==> config.mk <==
export PLATFORM = sky130hd
export DESIGN_NAME = iconn_bus_arbiter
export DESIGN_NICKNAME = d
export VERILOG_FILES = /design/src/rtl/iconn_bus_arbiter.sv
export SDC_FILE = /design/constraint.sdc
export NUM_CORES = 1
export LEC_CHECK = 0
export ABC_AREA = 1
export CORE_AREA = 2 2 39 41
export CTS_BUF_LIST = sky130_fd_sc_hd__clkbuf_4 sky130_fd_sc_hd__clkbuf_8
export DETAILED_ROUTE_END_ITERATION = 10
export DIE_AREA = 0 0 41 43
export GPL_TIMING_DRIVEN = 0
export SKIP_LAST_GASP = 1
export SLEW_MARGIN = 25
export SYNTH_ARGS = -nofsm -noshare
export SYNTH_HDL_FRONTEND = slang
export SYNTH_SLANG_ARGS = --single-unit
export TNS_END_PERCENT = 10
==> constraint.sdc <==
create_clock -name clk -period 1 [get_ports clk]
set_input_delay 0.2 -clock clk [delete_from_list [all_inputs] [get_ports clk]]
set_output_delay 0.2 -clock clk [all_outputs]
set_load 0.02 [all_outputs]
==> src/rtl/iconn_bus_arbiter.sv <==
// Round-robin owner arbiter for a shared interconnect bus with a 1-cycle turnaround gap.
// Latency: req to grant 1 cycle; no backpressure, an owner holds until done/drop (or hold limit
// when ICONN_ARB_TIMEOUT_EN is defined).
module iconn_bus_arbiter #(
    parameter int NUM_REQ  = 2,
    parameter int DATA_W   = 2,
    parameter int HOLD_MAX = 16
) (
    input  logic                        clk,
    input  logic                        rst_n,
    input  logic [NUM_REQ-1:0]          req_i,
    input  logic [NUM_REQ-1:0]          done_i,
    input  logic [NUM_REQ*DATA_W-1:0]   wdata_i,
    output logic [NUM_REQ-1:0]          gnt_o,
    output logic [$clog2(NUM_REQ)-1:0]  owner_o,
    output logic                        bus_en_o,
    output logic [DATA_W-1:0]           bus_data_o,
    output logic                        timeout_o
);

    localparam int PW = $clog2(NUM_REQ);

    typedef enum logic [1:0] {
        S_IDLE = 2'd0,
        S_GRANT = 2'd1,
        S_TURN = 2'd2
    } state_t;

    state_t             r_state;
    logic [NUM_REQ-1:0] r_gnt;
    logic [PW-1:0]      r_owner;
    logic [PW-1:0]      r_rr_ptr;

    logic               w_any_req;
    logic               w_found;
    logic [PW:0]        w_sum;
    logic [PW-1:0]      w_win;
    logic [PW-1:0]      w_next_ptr;
    logic               w_release;

`ifdef ICONN_ARB_TIMEOUT_EN
    localparam int HW = $clog2(HOLD_MAX);
    logic [HW-1:0]      r_hold;
    logic               r_timeout;
`else
    logic               w_unused_hold;
    assign w_unused_hold = ^HOLD_MAX;
`endif

    // Scan requesters starting at the round-robin pointer, wrapping modulo NUM_REQ.
    always_comb begin
        w_any_req = |req_i;
        w_found   = 1'b0;
        w_win     = r_rr_ptr;
        w_sum     = '0;
        for (int i = 0; i < NUM_REQ; i++) begin
            w_sum = {1'b0, r_rr_ptr} + (PW+1)'(i);
            if (w_sum >= (PW+1)'(NUM_REQ)) begin
                w_sum = w_sum - (PW+1)'(NUM_REQ);
            end
            if (!w_found && req_i[w_sum[PW-1:0]]) begin
                w_win   = w_sum[PW-1:0];
                w_found = 1'b1;
            end
        end
    end

    assign w_next_ptr = (w_win == PW'(NUM_REQ - 1)) ? '0 : w_win + PW'(1);
    assign w_release  = done_i[r_owner] | ~req_i[r_owner];

    always_ff @(posedge clk or negedge rst_n) begin
        if (!rst_n) begin
            r_state  <= S_IDLE;
            r_gnt    <= '0;
            r_owner  <= '0;
            r_rr_ptr <= '0;
`ifdef ICONN_ARB_TIMEOUT_EN
            r_hold    <= '0;
            r_timeout <= 1'b0;
`endif
        end else begin
`ifdef ICONN_ARB_TIMEOUT_EN
            r_timeout <= 1'b0;
`endif
            case (r_state)
                S_IDLE: begin
                    if (w_any_req) begin
                        r_gnt    <= NUM_REQ'(1) << w_win;
                        r_owner  <= w_win;
                        r_rr_ptr <= w_next_ptr;
                        r_state  <= S_GRANT;
`ifdef ICONN_ARB_TIMEOUT_EN
                        r_hold   <= '0;
`endif
                    end
                end
                S_GRANT: begin
                    if (w_release) begin
                        r_gnt   <= '0;
                        r_owner <= '0;
                        r_state <= S_TURN;
`ifdef ICONN_ARB_TIMEOUT_EN
                        r_hold  <= '0;
                    end else if (r_hold == HW'(HOLD_MAX - 1)) begin
                        // Release has priority over the limit, so timeout only fires here.
                        r_gnt     <= '0;
                        r_owner   <= '0;
                        r_state   <= S_TURN;
                        r_hold    <= '0;
                        r_timeout <= 1'b1;
                    end else begin
                        r_hold <= r_hold + HW'(1);
`endif
                    end
                end
                S_TURN: begin
                    r_state <= S_IDLE;
                end
                default: begin
                    r_state <= S_IDLE;
                    r_gnt   <= '0;
                    r_owner <= '0;
                end
            endcase
        end
    end

    assign gnt_o      = r_gnt;
    assign owner_o    = r_owner;
    assign bus_en_o   = |r_gnt;
    assign bus_data_o = bus_en_o ? wdata_i[r_owner*DATA_W +: DATA_W] : '0;

`ifdef ICONN_ARB_TIMEOUT_EN
    assign timeout_o = r_timeout;
`else
    assign timeout_o = 1'b0;
`endif

endmodule

=== Word level (Yosys, flattened, before mapping) ===
Cells that the tools add are included.

* Input port bits: 10
* Register bits: 6
* Output and inout bits: 7
* Word-level logic and storage cells: 54

* Mux-type cells: 24
* Magnitude comparators: 5
* Equal/unequal tests: 4
* Bitwise logic cells: 3
* Shift operators: 2
* Reductions and logical operators: 8
* Add/sub/neg operators: 4

{| class="wikitable"
|+ Operator list
! kind !! number
|-
| two-way mux 1 bit || 16
|-
| two-way mux 2 bit || 5
|-
| < comparator 1 x 2 -> 1 bit (second input constant) || 3
|-
| one-hot mux 2 bit (3 select lines) || 1
|-
| inequality test 2 bit (second input constant) || 2
|-
| one-hot mux 2 bit (2 select lines) || 1
|-
| AND reduction 2 bit || 2
|-
| OR reduction 2 bit || 2
|-
| variable part select 4 x 3 -> 2 bit || 1
|-
| one-hot mux 1 bit (3 select lines) || 1
|-
| AND reduction 3 bit || 1
|-
| adder 1 x 1 -> 2 bit (second input constant) || 1
|-
| == test 2 x 1 -> 1 bit (second input constant) || 1
|-
| == test 2 bit (second input constant) || 1
|-
| >= comparator 1 x 2 -> 1 bit (second input constant) || 1
|-
| >= comparator 2 bit (second input constant) || 1
|-
| logical NOT 2 bit || 1
|-
| NOT 1 bit || 2
|-
| left shift 1 x 1 -> 2 bit (first input constant) || 1
|-
| subtractor 1 bit (second input constant) || 2
|-
| adder 1 bit (second input constant) || 1
|-
| logical AND 1 bit || 1
|-
| logical NOT 1 bit || 1
|-
| bitwise OR 1 bit || 1
|}

=== Depth between registers and ports, before layout ===
* Depth after elaboration: 11
* Mapped depth: 7
* Depth with buffers taken out: 7

=== Worst setup path after synthesis ===
OpenSTA, ideal clock, no wires.

* Path kind: reg2out
* From: register r_gnt[1] (netlist: gnt_o[1])
* To: output bus_data_o[0]
* Setup slack: -163 ps
* Stages on the path, launching flop included: 4
* Arrival time: 963 ps
* Data required time: 800 ps
* Buffers on the path: 0
* Cell sequence: dfrtp_1 > inv_1 > nor2_1 > nor2_1

* Longest elaborated chain between the ends: 2

{| class="wikitable"
|+ Ends and longest elaborated chain
! item !! RTL line !! text
|-
| start, declared || 30 || <nowiki>logic [NUM_REQ-1:0] r_gnt;</nowiki>
|-
| start signal, assigned || 88 || <nowiki>r_gnt <= NUM_REQ'(1) << w_win;</nowiki>
|-
| OR reduction 2 bit || 130 || <nowiki>assign bus_en_o = |r_gnt;</nowiki>
|-
| two-way mux 2 bit || 131 || <nowiki>assign bus_data_o = bus_en_o ? wdata_i[r_owner*DATA_W +: DATA_W] : '0;</nowiki>
|-
| end, declared || 17 || <nowiki>output logic [DATA_W-1:0] bus_data_o,</nowiki>
|}

Every way passes these cells.

=== Final worst setup path ===
* From: register r_gnt[0] (netlist: gnt_o[0])
* To: output bus_en_o

* Longest elaborated chain between the ends: 1

{| class="wikitable"
|+ Ends and longest elaborated chain
! item !! RTL line !! text
|-
| OR reduction 2 bit || 130 ||
|-
| end, declared || 16 || <nowiki>output logic bus_en_o,</nowiki>
|}

Every way passes these cells.

==> results.py <==
metrics = {
    "cts": {
        "root_buffer": "clkbuf_4",
        "clkSlewWorstSetupHoldPaths_ps": 40,
        "cts_buffers": 3,
        "clock-sinks": 5,
        "clk_path_buf_depth": 2,
        "holdBufCountCts": 0,
        "insertion_delay_ps": 240,
        "cts_tree": "done",
        "cts-htree-levels": 1,
    },
    "critical_path": {
        "critPathMaxStageDelay_ps": 410,
        "crit_path_start_kind": "flop",
        "reg2reg_setup_slack_ps": -60,
        "regToRegStartpoint": "gnt_o[1]",
        "worstSetupEndpointType": "output port",
        "reg2reg_to": "gnt_o[1]",
        "worstRegToRegCells": 7,
        "cp_slowest_cell": "dfrtp_1",
        "path_cells": "or2_4, buf_6",
        "worstPathArrival_ps": 1040,
        "critPathRequiredTime_ps": 800,
        "setup.worst_path.class": "reg2out",
        "crit_path_max_fanout": 5,
    },
    "placed_design": {
        "dpl_worst_slack_ps": -662,
        "io_buffers": 15,
        "gp_congestion": 0.784,
        "placed_cells_incl_taps": 73,
        "dpl.hpwl_um": 557,
    },
    "logic_synthesis": {
        "synth.distinct_cells": 15,
        "syn_area_sq_um": 305,
        "seq_area_frac_synth": 0.410,
        "syn-mean-instance-area_sq_um": 7.27,
        "netlist_instances": 42,
        "synth_nets": 52,
        "synth.area.top_cells": "dfrtp_1 41%, nand2_1 9.8%, inv_1 8.6%, nand2_2 6.1%, nor2_1 6.1%",
        "synth-seq-cells": 5,
        "synth.top_cell.area_share": 0.410,
        "yosys.area.top_type": "dfrtp_1",
        "yosys_warnings": 0,
    },
    "floorplanning": {
        "die_h_um": 43,
        "die_x_um": 41,
        "num_rows": 14,
        "pin_count": 17,
        "coreArea_sq_mm": 0.00138,
        "die_area_sq_mm": 0.00176,
        "initial_core_util": 0.221,
    },
    "timing": {
        "min_period_over_period": 1.24,
        "hold_viol_final": 0,
        "fmax_mhz": 808,
        "whs_ps": 183,
        "setup-violations-final": 8,
        "rsz0062_at_grt": "yes",
        "finClkSkew_ps": 0.600,
        "slew_viol_final": 0,
        "worst_slack_ps": -238,
        "period_needed_ps": 1240,
    },
    "global_route": {
        "top_usage_layer": "met2",
        "gr-usage-met2": 0.125,
        "use_met1": 0.0984,
        "grt_pass1_vias": 273,
        "grt_first_pass_wirelength_um": 1000,
        "grt_max_degree": 6,
        "use_met3": 0.0209,
        "grt.overflow.total": 0,
        "track_usage": 0.0838,
        "antenna_found_initial": 0,
    },
    "hold_path": {
        "hp-class": "in2async",
    },
    "pwr": {
        "ir_drop_mv": 0.904,
        "p_leak_uw": 0.000274,
        "total_power_uw": 1370,
        "p_per_area_mw_per_mm2": 2670,
    },
    "run_status": {
        "status": "complete, but fails checks",
        "violations": "negative setup slack",
    },
    "finish": {
        "layoutNonFillerInstCount": 79,
        "fin_nets": 74,
        "drive_gt1_frac": 0.349,
        "fill_cells": 167,
        "syn_to_final_growth_pct": 68.0,
        "diodes": 0,
    },
    "run": {
        "max-cap-violations": 0,
    },
    "detailed_routing": {
        "post_drt_wl_per_cell_um": 8.62,
        "ant_nets": 0,
        "routed_wl_um": 681,
        "drt-initial-drc-count": 0,
        "vias_per_cell": 4.09,
        "vias": 323,
        "drcViolationCount": 0,
        "dr.pass1.iters": 1,
    },
}
==> stage by stage <==
stage           util  area [sq um]  setup TNS [ps]
2_1_floorplan      -           312           -29.3
3_3_place_gp   0.348           482           -3450
3_5_place_dp   0.348           482           -3450
4_1_cts        0.371           513           -1440
5_1_grt        0.371           513           -2050
6_report       0.371           513           -1300
==> timing repair <==
| item | 4_1_cts | 5_1_grt |
|---|---|---|
| gates resized for setup | 26 | 0 |
| endpoints found under the setup margin | 8 | 11 |
| buffers inserted | 2 | 0 |
| pin swaps | 2 | 0 |
| hold endpoints to repair | 0 | 0 |
==> cells in the mapped netlist <==
library cell,n
conb_1,1
o21ai_0,3
a21oi_1,1
inv_1,7
nand2_1,8
nor2_1,5
nand3_2,1
o21ai_2,1
nand2_2,3
or2_2,1
dfrtp_1,5
nor3_1,1
nand3_1,2
o211ai_1,1
buf_4,2
==> cell usage in the layout, fill, tap and decap left out, types with 2 or more instances in the layout <==
cell type	instances
nand3_1	2
nand2_1	8
dfrtp_1	4
buf_2	3
buf_4	4
nand2_2	3
clkbuf_4	4
clkdlybuf4s50_1	9
nor2_1	4
o21ai_0	2
inv_1	6
buf_6	2
==> sequential cells by signal, summed over array words and instances, names as in the netlist <==
name / flops
r_state: 2
gnt_o: 2
r_rr_ptr: 1
==> how the worst max path moves through the flow <==
stage | startpoint | to | slack, ps | cells past startpoint
2_1_floorplan | gnt_o[0] | bus_data_o[0] | -20 | 2
3_3_place_gp | wdata_i[1] | bus_data_o[1] | -650 | 6
3_5_place_dp | wdata_i[1] | bus_data_o[1] | -660 | 6
4_1_cts | gnt_o[1] | bus_data_o[1] | -260 | 5
5_1_grt | gnt_o[1] | bus_data_o[1] | -300 | 5
6_report | gnt_o[0] | bus_en_o | -240 | 2
==> power by group <==
| part | switching (uW) | internal, uW | total (uW) |
|---|---|---|---|
| sequential | 77.5 | 293 | 370 |
| clock | 76.7 | 177 | 254 |
| combinational | 392 | 353 | 745 |
==> layout make-up <==
class	count	area, sq um	area share
clock buffers	4	30.0	0.0585
multi-input cells	28	144	0.280
repair buffers	17	151	0.295
flip-flops and latches	5	126	0.246
well taps	16	20.0	0.0390
plain buffers	2	15.0	0.0293
inverters	7	26.3	0.0512
==> metal layers <==
metal,vias to the layer above,share of wire
met5,-,0
met3,2,0.16
met1,134,0.45
met2,17,0.36
met4,0,0.025
li1,170,-
==> critical path: cells and delay by family (launching register included) <==
family	cells	cell delay, ps
simple gates	1	260
flops	1	410
buf+inv	1	130
==> cell families (layout without fill, tap and decap cells) <==
group,after synthesis,in the layout,share of synthesized area
AOI/OAI and AO/OA,6,6,0.119
and+or+nand+nor,21,21,0.324
buffers and inverters,9,30,0.135
other,1,1,0.0123
DFF,5,5,0.410
(Power assumes the default switching activity.)
